<file path="src/rtl/display_scan_controller.sv">
// Time-multiplexed 7-segment scan controller: double-buffered value,
// one shared nibble decoder, leading-zero blank, decimal points, frame strobe.
module display_scan_controller #(
    parameter int NUM_DIGITS = 4,
    parameter int DWELL      = 1000
) (
    input  logic                    clk,
    input  logic                    reset,
    input  logic                    load_valid,
    input  logic [4*NUM_DIGITS-1:0] load_data,
    input  logic [NUM_DIGITS-1:0]   load_dp,
    output logic                    load_ready,
    input  logic                    blank_leading,
    output logic [3:0]              nibble_out,
    output logic                    blank_out,
    output logic                    dp_out,
    output logic [NUM_DIGITS-1:0]   digit_sel,
    output logic                    frame_done
);

    localparam int IW = (NUM_DIGITS > 1) ? $clog2(NUM_DIGITS) : 1;
    localparam int CW = (DWELL > 1) ? $clog2(DWELL) : 1;
    localparam logic [IW-1:0] LAST_IDX = IW'(NUM_DIGITS - 1);
    localparam logic [CW-1:0] LAST_CNT = CW'(DWELL - 1);

    localparam logic [1:0] ST_IDLE = 2'd0;
    localparam logic [1:0] ST_SCAN = 2'd1;
    localparam logic [1:0] ST_GAP  = 2'd2;

    logic [1:0]              state_q, state_d;
    logic [4*NUM_DIGITS-1:0] act_data_q, act_data_d;
    logic [NUM_DIGITS-1:0]   act_dp_q, act_dp_d;
    logic [4*NUM_DIGITS-1:0] sh_data_q, sh_data_d;
    logic [NUM_DIGITS-1:0]   sh_dp_q, sh_dp_d;
    logic                    pend_q, pend_d;
    logic [IW-1:0]           idx_q, idx_d;
    logic [CW-1:0]           cnt_q, cnt_d;

    logic                    accept;
    logic                    scan;
    logic                    lz_blank;
    logic [NUM_DIGITS-1:0]   zero_from;
    logic                    zacc;

    assign load_ready = !pend_q;
    assign accept     = load_valid && !pend_q;

    always_comb begin
        state_d    = state_q;
        act_data_d = act_data_q;
        act_dp_d   = act_dp_q;
        sh_data_d  = sh_data_q;
        sh_dp_d    = sh_dp_q;
        pend_d     = pend_q;
        idx_d      = idx_q;
        cnt_d      = cnt_q;

        // accept and commit are exclusive: both key off the same pend_q
        if (accept) begin
            sh_data_d = load_data;
            sh_dp_d   = load_dp;
            pend_d    = 1'b1;
        end

        unique case (state_q)
            ST_IDLE: begin
                if (pend_q) begin
                    act_data_d = sh_data_q;
                    act_dp_d   = sh_dp_q;
                    pend_d     = 1'b0;
                    idx_d      = '0;
                    cnt_d      = '0;
                    state_d    = ST_SCAN;
                end
            end
            ST_SCAN: begin
                cnt_d = cnt_q + CW'(1);
                if (cnt_q == LAST_CNT) begin
                    state_d = ST_GAP;
                end
            end
            ST_GAP: begin
                if (idx_q == LAST_IDX) begin
                    idx_d = '0;
                    if (pend_q) begin
                        act_data_d = sh_data_q;
                        act_dp_d   = sh_dp_q;
                        pend_d     = 1'b0;
                    end
                end else begin
                    idx_d = idx_q + IW'(1);
                end
                cnt_d   = '0;
                state_d = ST_SCAN;
            end
            default: begin
                state_d = ST_IDLE;
            end
        endcase
    end

    always_ff @(posedge clk) begin
        if (reset) begin
            state_q    <= ST_IDLE;
            act_data_q <= '0;
            act_dp_q   <= '0;
            sh_data_q  <= '0;
            sh_dp_q    <= '0;
            pend_q     <= 1'b0;
            idx_q      <= '0;
            cnt_q      <= '0;
        end else begin
            state_q    <= state_d;
            act_data_q <= act_data_d;
            act_dp_q   <= act_dp_d;
            sh_data_q  <= sh_data_d;
            sh_dp_q    <= sh_dp_d;
            pend_q     <= pend_d;
            idx_q      <= idx_d;
            cnt_q      <= cnt_d;
        end
    end

    // zero_from[i]: nibbles i..NUM_DIGITS-1 of the active value are all zero
    always_comb begin
        zero_from = '0;
        zacc      = 1'b1;
        for (int i = NUM_DIGITS - 1; i >= 0; i--) begin
            zacc         = zacc && (act_data_q[4*i +: 4] == 4'h0);
            zero_from[i] = zacc;
        end
    end

    assign scan     = (state_q == ST_SCAN);
    assign lz_blank = blank_leading && (idx_q != '0) && zero_from[idx_q];

    assign digit_sel  = scan ? (NUM_DIGITS'(1) << idx_q) : '0;
    assign nibble_out = scan ? act_data_q[{idx_q, 2'b00} +: 4] : 4'h0;
    assign blank_out  = !scan || lz_blank;
    assign dp_out     = scan && act_dp_q[idx_q] && !lz_blank;
    assign frame_done = (state_q == ST_GAP) && (idx_q == LAST_IDX);

endmodule
</file>
<file path="config.mk">
export PLATFORM = sky130hd
export DESIGN_NAME = display_scan_controller
export DESIGN_NICKNAME = d
export VERILOG_FILES = /design/src/rtl/display_scan_controller.sv
export SDC_FILE = /design/constraint.sdc
export NUM_CORES = 1
export LEC_CHECK = 0
export ABC_AREA = 1
export CORE_MARGIN = 5
export CORE_UTILIZATION = 30
export CTS_CLUSTER_DIAMETER = 50
export DETAILED_ROUTE_END_ITERATION = 8
export MAX_ROUTING_LAYER = met4
export PLACE_DENSITY = 0.55
export SYNTH_ARGS = -nofsm -noshare
export SYNTH_HDL_FRONTEND = slang
export SYNTH_SLANG_ARGS = --single-unit
</file>
<file path="constraint.sdc">
create_clock -name clk -period 1.5 [get_ports clk]
set_input_delay 0.15 -clock clk [delete_from_list [all_inputs] [get_ports clk]]
set_output_delay 0.15 -clock clk [all_outputs]
set_load 0.1 [all_outputs]
</file>
Yosys cells after proc, flatten, opt, wreduce, memory -nomap -nowiden
Cells that the tools add are included.

Register bits: 55.

Add/subtract/negate cells: 2. Equality and inequality tests: 7. Reduce and logical (&&, ||, !) cells: 25. Magnitude comparators: 1. Multiplexer cells: 24. Shift operators: 2.

Operators with widths (count): $mux 16 (2); $pmux 16 s2 (1); $pmux 10 s3 (1); $logic_not 4->1 (4); $mux 4 (4); $shiftx 16x5->4 (1); $add 10x1->10 const B (1); $eq 10x10->1 const B (1); $mux 10 (1); $logic_and 1x1->1 (9); $mux 2 (4); $pmux 4 s2 (1); $reduce_and 2->1 (4); $pmux 2 s3 (1); $mux 1 (5); $bmux 1 s2 (2); $eq 2x2->1 const B (2); $ne 2x2->1 const B (2); $pmux 2 s2 (1); $reduce_bool 2->1 (2); $shl 1x2->4 const A (1); $logic_not 1->1 (3); $lt 2x3->1 const B (1); $reduce_bool 3->1 (1); other kinds (6) (6).

Depth between registers and ports, before layout
Gate-level depths: netlist (run 1).

Depth after elaboration: 9. Gate-level depth with buffers: 9. Depth with buffers taken out: 8.

Least setup slack after synthesis (run 1)
No wires, ideal clock.

Path type: flip-flop to output port. From: register idx_q[1]. To: output port dp_out. Arrival time: 3.044 ns. Cell stages (with the launch flop): 10. Setup slack: -1.694 ns. Cells stage by stage: dfxtp_1 -> buf_2 -> inv_1 -> ha_1 -> nor2_1 -> nand3_1 -> nor2_1 -> nand2_1 -> nand2_1 -> nor2_1.

Cells in the longest elaborated chain, start to end: 5.

RTL lines: start, declared (RTL line 36) `logic [IW-1:0] idx_q, idx_d;`; start signal, assigned (RTL line 119) `idx_q <= idx_d;`; $bmux 1 s2 / $reduce_bool 2->1 (equally long branches) (RTL line 135) `assign lz_blank = blank_leading && (idx_q != '0) && zero_from[idx_q];`; $mux 1 (implied by the code) / $logic_and 1x1->1 (equally long branches) (RTL line 135); $logic_and 1x1->1 (RTL line 135); $logic_not 1->1 (RTL line 140) `assign dp_out = scan && act_dp_q[idx_q] && !lz_blank;`; $logic_and 1x1->1 (*) (RTL line 140); end, declared (RTL line 16) `output logic dp_out,`.

Every way passes the cells marked *; elsewhere a longest branch is shown, timed or not. The select of a mux whose other input is x is not followed.

Final worst setup path (run 1)
Ends and elaborated chain as after synthesis.

==> impl_metrics.json, run 1 <==
{
  "synth_edf_count": 0,
  "synth_top_family_by_area": "simple AND/OR/NAND/NOR gates",
  "drcViolationCount": 0,
  "portBuffers": 35,
  "synth-adder-area-share_pct": 2.52,
  "grt_pass1_vias": 2206,
  "startpoint_type": "register",
  "crit_chain": "buf_6, inv_8, ha_4, nor2_4, nand3_2, nor2_2, nand2_2, nand2_8, nor2_4, buf_12",
  "cp_data_arrival_time_ps": 1550,
  "p_int_mw": 2.39,
  "htree_levels": 2,
  "fp-row-count": 33,
  "synthDistinctLibCells": 21,
  "finalCritPeriodShare_pct": 114,
  "pwr-share-comb_pct": 23.0,
  "postPlaceCellArea_um2": 3270,
  "crit_fanout": 4,
  "overflow": 0,
  "rsz0062_at_grt": "yes",
  "finalWorstSetupSlack_ps": -204,
  "crit_buf_inv": 3,
  "synth-compound-area-share_pct": 19.0,
  "vias_per_cell": 4.45,
  "fp.dieH_um": 101,
  "cts_hold_buf": 0,
  "cts_made_buffers": 5,
  "synth_xor_area_share_pct": 0,
  "hp-class": "in -> reg",
  "io_pins": 36,
  "final_nets": 437,
  "criticalPathCategory": "reg -> out",
  "crit_path_end_kind": "output pin",
  "grt_max_degree": 49,
  "die_w_um": 101,
  "p_leak_nw": 1.36,
  "required_ps": 1350,
  "ant_nets": 0,
  "powerDensity_nw_per_um2": 975,
  "start_util_pct": 30.5,
  "diodes": 0,
  "layout-drive-gt1-share_pct": 22.0,
  "core_area_um2": 8130,
  "failed_checks": "negative setup slack",
  "vias": 2286,
  "globalplace.congestion": 0.830,
  "outcome": "complete, but fails checks",
  "synthCells": 366,
  "cap_violations": 0,
  "p_sw_mw": 1.05,
  "ys_warn_count": 0,
  "drv_slew": 0,
  "ys_seq_area_share_pct": 44.3,
  "drt-pass1-iter-count": 4,
  "grt_pass1_wl_mm": 9.99,
  "clock_latency_ps": 310,
  "yosys.area_share.simple_pct": 24.5,
  "final_cell_mix": "nor2_1 (80), dfxtp_1 (52), nand2_1 (46)",
  "ir_drop_mv": 0.368,
  "synth.area.mux_share_pct": 0,
  "cts_buffer_depth": 2,
  "clock_sinks": 55,
  "worst_slew_pin_slew_ps": 589,
  "area_delta_synth_final_pct": 41.8,
  "layout_commonest_cell": "nor2_1",
  "dp_slack_ps": 0.845,
  "syn_nets": 395,
  "dp_hpwl_mm": 4.38,
  "routed_wirelength_mm": 5.80,
  "path_clk_slew_ps": 100,
  "max_stage_delay_ps": 340,
  "synth_area_per_cell_um2": 6.79,
  "slew_headroom_pct": 60.7,
  "first_iter_violations": 100,
  "skew_ps": 6.19,
  "critPathTopFamily": "simple AND/OR/NAND/NOR gates",
  "clkPwrFrac_pct": 29.1,
  "cts_root_buf": "clkbuf_8",
  "worst_path_most_repeated_cell": "nor2_4",
  "syn_area_um2": 2480,
  "min_period_ps": 1700,
  "sw_frac_of_total_pct": 30.5,
  "fmax_mhz": 587,
  "async_flop_share_pct": 0,
  "grtUsageTotal_pct": 12.2,
  "wire_per_inst_um": 11.3,
  "crit_slowest_cell": "dfxtp_2",
  "setup_viol": 10,
  "p_seq_share_pct": 47.9,
  "cts_tree": "done",
  "design_area_um2": 3520,
  "fp.dieArea_um2": 10200,
  "antenna_found_initial": 0,
  "synth_ff_type": "dfxtp_1",
  "hold_viol": 0,
  "ys_ff_latch": 55
}
## per-layer routing
metal  track usage, %  wire length, um  vias up  part of all wire, %
met5                -                0        -                    0
met4             3.68               80        0                  1.4
met3             1.87              210        5                  3.6
met2             18.1             2420       38                   42
met1             17.2             3090      991                   53
li1                 -                -     1252                    -
## metrics by stage
step / util, % / power [mW] / instances / hold WS (ps) / TNS (ps)
2_1_floorplan: - / 2.16 / 366 / 299 / -354
3_3_place_gp: 40.1 / 2.43 / 502 / 462 / 0
3_5_place_dp: 40.1 / 2.44 / 502 / 467 / 0
4_1_cts: 42.4 / 3.44 / 513 / 433 / -1820
5_1_grt: 43.3 / 3.61 / 514 / 457 / -2710
6_report: 43.3 / 3.43 / 514 / 437 / -1310
## cells in the mapped netlist (2+ instances only)
library cell,count,area [um^2]
o21ai_0,52,260
buf_2,10,50.1
nor2_1,88,330
inv_1,38,143
o21ai_1,6,30.0
clkbuf_1,4,15.0
a21oi_1,35,175
buf_4,2,15.0
ha_1,5,62.6
inv_2,2,7.51
nor3_1,3,15.0
nand3_1,7,35.0
dfxtp_1,55,1100
nor2_2,2,12.5
nand2_1,51,191
## flip-flops by register name (all words and copies together), names as in the netlist
name        cells
act_data_q     16
sh_data_q      16
cnt_q          10
act_dp_q        4
sh_dp_q         4
idx_q           2
state_q         2
pend_q          1
## timing repair
item / in CTS / in global routing
gates resized for setup: 21 / 30
pin swaps: 5 / 6
cloned: 0 / 1
setup endpoints to repair: 11 / 29
buffers inserted: 3 / 0
## path summary, 6_finish.rpt
path / start / to / slack [ps] / cells past startpoint
hold / removal: load_data[5] / sh_data_q[5]$_SDFFE_PP0P_ / 440 / 3
setup reg to reg: idx_q[0]$_SDFFE_PP0P_ / act_data_q[11]$_SDFFE_PP0P_ / 0 / 8
hold reg to reg: sh_data_q[4]$_SDFFE_PP0P_ / sh_data_q[4]$_SDFFE_PP0P_ / 490 / 2
setup / recovery: idx_q[1]$_SDFFE_PP0P_ / dp_out / -200 / 10
## worst min-delay path: stages
cell,delay (ps)
clkdlybuf4s50_1,390
o21ai_1,130
nor2_1,40
## power by group through the flow
stage | clock network [mW] | registers (mW) | logic, mW
after floorplan | 0 | 1.65 | 0.505
after global placement | 0 | 1.67 | 0.759
after detailed placement | 0 | 1.67 | 0.762
after CTS | 1.03 | 1.64 | 0.773
after global routing | 1.08 | 1.66 | 0.869
final | 0.999 | 1.64 | 0.791
## cells by family (layout without fill, tap and decap cells)
family | count (synthesis) | in the layout
and+or+nand+nor | 154 | 154
AOI/OAI and AO/OA | 94 | 94
buffers and inverters | 58 | 101
DFF | 55 | 55
adders and majority gates | 5 | 5
## cell type report
class | count | area [um^2]
fill | 826 | 4610
tap | 105 | 131
timing repair buffer | 53 | 647
clock inverter | 3 | 47.5
multi-input combinational | 253 | 1360
clock buffer | 5 | 68.8
inverter | 40 | 161
sequential | 55 | 1110
Power figures use the tool's default switching activity.
==> inputs of run 2 (changes only) <==
- CORE_UTILIZATION: 30 -> 54
- HOLD_SLACK_MARGIN: default -> 0.15
- PLACE_DENSITY: 0.55 -> 0.85
==> impl_metrics.json, run 2 (synthesis results as in run 1) <==
{
  "outcome": "complete, but fails checks",
  "failed_checks": "negative setup slack",
  "vias_per_cell": 5.35,
  "vias": 2495,
  "final_cell_mix": "nor2_1 (78), dfxtp_1 (51), nand2_1 (46)",
  "ff2ff_path_depth": 8,
  "powerDensity_nw_per_um2": 936,
  "portBuffers": 35,
  "cts_tree": "done",
  "ir_drop_mv": 0.930,
  "grtUsageMet3_pct": 4.75,
  "startpoint_type": "register",
  "grt-busiest-layer": "met2",
  "fmax_mhz": 562,
  "worst_slew_pin_slew_ps": 295,
  "ant_nets": 0,
  "layout_commonest_cell": "nor2_1",
  "final_nets": 442,
  "max_stage_delay_ps": 390,
  "grtUsageTotal_pct": 20.4,
  "slew_headroom_pct": 80.3,
  "drcViolationCount": 0,
  "cts_root_buf": "clkbuf_8",
  "drv_slew": 0,
  "min_period_ps": 1780,
  "htree_levels": 2,
  "setup_viol": 10,
  "post-route-util_pct": 80.1,
  "skew_ps": 11.1,
  "routed_wirelength_mm": 6.49,
  "cap_violations": 0,
  "grt_pass1_vias": 2210,
  "grt_max_degree": 49,
  "fp.dieH_um": 77.8,
  "first_iter_violations": 172,
  "power.total_mw": 3.31,
  "cts_made_buffers": 5,
  "dp_hpwl_mm": 4.10,
  "io_pins": 36,
  "largestRegisters": "act_data_q x16, sh_data_q x16, cnt_q x10",
  "fp.dieArea_um2": 6060,
  "clock_latency_ps": 320,
  "diodes": 0,
  "finalCritPeriodShare_pct": 119,
  "crit_fanout": 11,
  "fin_cells": 466,
  "die_w_um": 77.8,
  "core_area_um2": 4410,
  "crit_path_end_kind": "output pin",
  "met2_usage_pct": 32.7,
  "overflow": 0,
  "criticalPathCategory": "reg -> out",
  "dp_slack_ps": -24.6,
  "antenna_found_initial": 0,
  "required_ps": 1350,
  "globalplace.congestion": 0.872,
  "p_leak_nw": 1.37,
  "crit_chain": "buf_6, nand2_1, inv_1, a21oi_2, nor2_2, nand2_2, nand2_8, nor2_4, buf_12",
  "cts_buffer_depth": 2,
  "area_delta_synth_final_pct": 42.3,
  "cts_hold_buf": 0,
  "start_util_pct": 56.3,
  "wire_per_inst_um": 13.9,
  "fp-row-count": 24,
  "cp_data_arrival_time_ps": 1630,
  "whs_ps": 436,
  "crit_slowest_cell": "dfxtp_4",
  "drt-pass1-iter-count": 4,
  "grt_pass1_wl_mm": 9.87,
  "rsz0062_at_grt": "yes",
  "reg2reg_slack_ps": 20,
  "num-fill-cells": 269,
  "layout-drive-gt1-share_pct": 23.9,
  "hold_viol": 0,
  "hold_depth": 3,
  "path_clk_slew_ps": 110,
  "finalWorstSetupSlack_ps": -279,
  "hp-class": "in -> reg",
  "placed_cells": 448,
  "met1_usage_pct": 25.5,
  "clock_sinks": 55
}
## run 2: cell count changes in the layout (fill, tap and decap cells not counted), moves of 2 or more
cell | before | now
ha_4 | 1 | 3
dfxtp_4 | 1 | 3
a21oi_2 | 9 | 6
nor2_2 | 3 | 5
nor2_1 | 80 | 78
buf_6 | 5 | 8
a21oi_1 | 22 | 24
clkinvlp_4 | 1 | 4
o21ai_0 | 36 | 34
buf_4 | 10 | 12
## run 2: per-layer routing
layer / vias to the layer above / wire (um)
li1: 1265 / -
met1: 1110 / 2820
met2: 102 / 3080
met3: 18 / 427
met4: 0 / 161
met5: - / 0
## run 2: critical path: cells and delay by family (launching register included)
kind	cells	cell delay, ps
AND/OR/NAND/NOR	5	420
flip-flops	1	390
buffers and inverters	3	390
AO/OA/AOI/OAI	1	110
## run 2: area by class of cell
| cell class | count | area [um^2] | share of cell area (%) |
|---|---|---|---|
| multi-input cells | 253 | 1400 | 39.5 |
| flip-flops and latches | 55 | 1110 | 31.5 |
| repair buffers | 57 | 691 | 19.5 |
| inverters | 40 | 170 | 4.81 |
| clock buffers | 5 | 68.8 | 1.95 |
| well taps | 52 | 65.1 | 1.84 |
| clock inverters | 3 | 23.8 | 0.673 |
| repair inverters | 1 | 7.51 | 0.212 |
## run 2: metrics by stage
step                      setup TNS [ps]  area [um^2]
after global routing               -2570         3530
after detailed placement            -111         3190
final                              -1470         3530
after CTS                          -1380         3360
after floorplan                     -354         2640
after global placement                 0         3190
## run 2: path summary, 6_finish.rpt
check / start / endpoint
worst min-delay path: load_data[5] / sh_data_q[5]$_SDFFE_PP0P_
worst min register to register: cnt_q[3]$_SDFFE_PP0P_ / cnt_q[3]$_SDFFE_PP0P_
worst max register to register: idx_q[0]$_SDFFE_PP0P_ / act_data_q[11]$_SDFFE_PP0P_
worst max-delay path: idx_q[0]$_SDFFE_PP0P_ / dp_out
## run 2: where the power goes
part	switching, mW	internal [mW]
logic	0.496	0.316
clock network	0.505	0.338
registers	0.0844	1.57
## run 2: what timing repair did
item,in CTS,in global routing
buffers inserted,4,6
gates resized for setup,24,45
cloned,0,1
setup endpoints to repair,29,47
pin swaps,8,7
hold endpoints to repair,0,0
==> inputs of run 3 (changes only) <==
- CORE_ASPECT_RATIO: default -> 1.1
==> impl_metrics.json, run 3 (synthesis results as in run 1) <==
{
  "portBuffers": 35,
  "antenna_found_initial": 0,
  "drt-pass1-iter-count": 5,
  "finalCritPeriodShare_pct": 116,
  "grt_max_degree": 49,
  "reg2reg_slack_ps": -70,
  "start_util_pct": 56.7,
  "slew_headroom_pct": 76.5,
  "cp_data_arrival_time_ps": 1590,
  "drcViolationCount": 0,
  "tns_ps": -1590,
  "path_clk_slew_ps": 100,
  "largestRegisters": "act_data_q x16, sh_data_q x16, cnt_q x10",
  "cap_violations": 0,
  "skew_ps": 8.11,
  "outcome": "complete, but fails checks",
  "crit_chain": "buf_6, nand2_1, inv_1, a21oi_2, nor2_1, nand2_2, nand2_8, nor2_4, buf_12",
  "crit_slowest_cell": "dfxtp_4",
  "area_delta_synth_final_pct": 39.9,
  "grt-busiest-layer": "met2",
  "failed_checks": "negative setup slack",
  "clkPwrFrac_pct": 25.7,
  "cts_buffer_depth": 2,
  "grt_pass1_wl_mm": 9.87,
  "io_pins": 36,
  "finalWorstSetupSlack_ps": -242,
  "max_stage_delay_ps": 370,
  "ir_drop_mv": 0.679,
  "final_cell_mix": "nor2_1 (76), dfxtp_1 (51), nand2_1 (47)",
  "grtUsageMet3_pct": 3.96,
  "post-route-util_pct": 79.4,
  "final_nets": 439,
  "sw_frac_of_total_pct": 31.9,
  "whs_ps": 441,
  "hp-class": "in -> reg",
  "required_ps": 1350,
  "pwr-share-comb_pct": 24.6,
  "cts_made_buffers": 5,
  "fp-row-count": 25,
  "fp.dieArea_um2": 6060,
  "fmax_mhz": 574,
  "criticalPathCategory": "reg -> out",
  "clock_latency_ps": 310,
  "core_area_um2": 4380,
  "dp_hpwl_mm": 4.28,
  "worst_slew_pin_slew_ps": 352,
  "crit_path_end_kind": "output pin",
  "postPlaceCellArea_um2": 3190,
  "hold_viol": 0,
  "fp.dieH_um": 81.1,
  "design_area_um2": 3480,
  "ant_nets": 0,
  "p_sw_mw": 1.06,
  "num-fill-cells": 278,
  "overflow": 0,
  "p_seq_share_pct": 49.6,
  "p_int_mw": 2.27,
  "p_leak_nw": 1.37,
  "globalplace.congestion": 0.858,
  "die_w_um": 74.7,
  "setup_viol": 22,
  "routed_wirelength_mm": 6.44,
  "diodes": 0,
  "met2_usage_pct": 34.4,
  "startpoint_type": "register",
  "vias_per_cell": 5.35,
  "rsz0062_at_grt": "yes",
  "cts_hold_buf": 0,
  "layout_commonest_cell": "nor2_1",
  "clock_sinks": 55,
  "first_iter_violations": 201,
  "grtUsageTotal_pct": 21.4,
  "grt_pass1_vias": 2183,
  "min_period_ps": 1740,
  "met1_usage_pct": 27.2,
  "drv_slew": 0,
  "layout-drive-gt1-share_pct": 20.4,
  "powerDensity_nw_per_um2": 957,
  "crit_fanout": 12,
  "cts_root_buf": "clkbuf_8",
  "cts_tree": "done",
  "placed_cells": 448,
  "fin_cells": 465,
  "vias": 2488,
  "htree_levels": 2,
  "wire_per_inst_um": 13.9
}
[run 3: cell count changes in the layout (fill, tap and decap cells not counted), moves of 4 or more]
cell,previous run,this run
o21ai_0,34,30
a21oi_1,24,29
o21ai_2,9,3
a21oi_2,6,2
o21ai_1,15,25
[run 3: worst paths after layout]
path | startpoint | end | cells after the start
min | load_data[5] | sh_data_q[5]$_SDFFE_PP0P_ | 3
max | idx_q[0]$_SDFFE_PP0P_ | dp_out | 9
min reg2reg | cnt_q[3]$_SDFFE_PP0P_ | cnt_q[3]$_SDFFE_PP0P_ | 2
max reg2reg | idx_q[1]$_SDFFE_PP0P_ | act_data_q[0]$_SDFFE_PP0P_ | 10
[run 3: metal layers]
layer | vias to the layer above | part of all wire (%)
met5 | - | 0
met4 | 0 | 2.6
met3 | 17 | 5.2
met2 | 88 | 51
met1 | 1138 | 41
li1 | 1245 | -
[run 3: worst max-delay path: cells and delay by family, from the launching register on]
kind / cells / cell delay [ps]
and+or+nand+nor: 5 / 450
buffers and inverters: 3 / 370
DFF: 1 / 370
AOI/OAI and AO/OA: 1 / 100
[run 3: what timing repair did]
action                     CTS  global route
gates cloned                 0             1
gates resized for setup     13            44
buffers inserted             4             4
pin swaps                    2             5
setup endpoints to repair   15            30
[run 3: area by class of cell]
cell class	count	area (um^2)	share of cell area [%]
Clock buffer	6	82.6	2.38
Clock inverter	2	16.3	0.468
Inverter	40	168	4.82
Multi-Input combinational cell	253	1330	38.3
Sequential cell	55	1110	32.0
Tap cell	54	67.6	1.94
Timing Repair Buffer	54	689	19.8
Timing Repair inverter	1	7.51	0.216
[run 3: metrics by stage]
stage                     setup slack, ps  power, mW
final                                -242       3.33
after global routing                 -315       3.48
after CTS                            -234       3.26
after detailed placement            -45.0       2.42
after global placement               25.0       2.39
after floorplan                      -209       2.16
[run 3: power by group through the flow]
stage	registers (mW)	logic, mW	clock network, mW
after floorplan	1.65	0.505	0
after detailed placement	1.68	0.741	0
after global placement	1.67	0.722	0
after CTS	1.64	0.746	0.875
final	1.65	0.818	0.856
after global routing	1.66	0.890	0.929
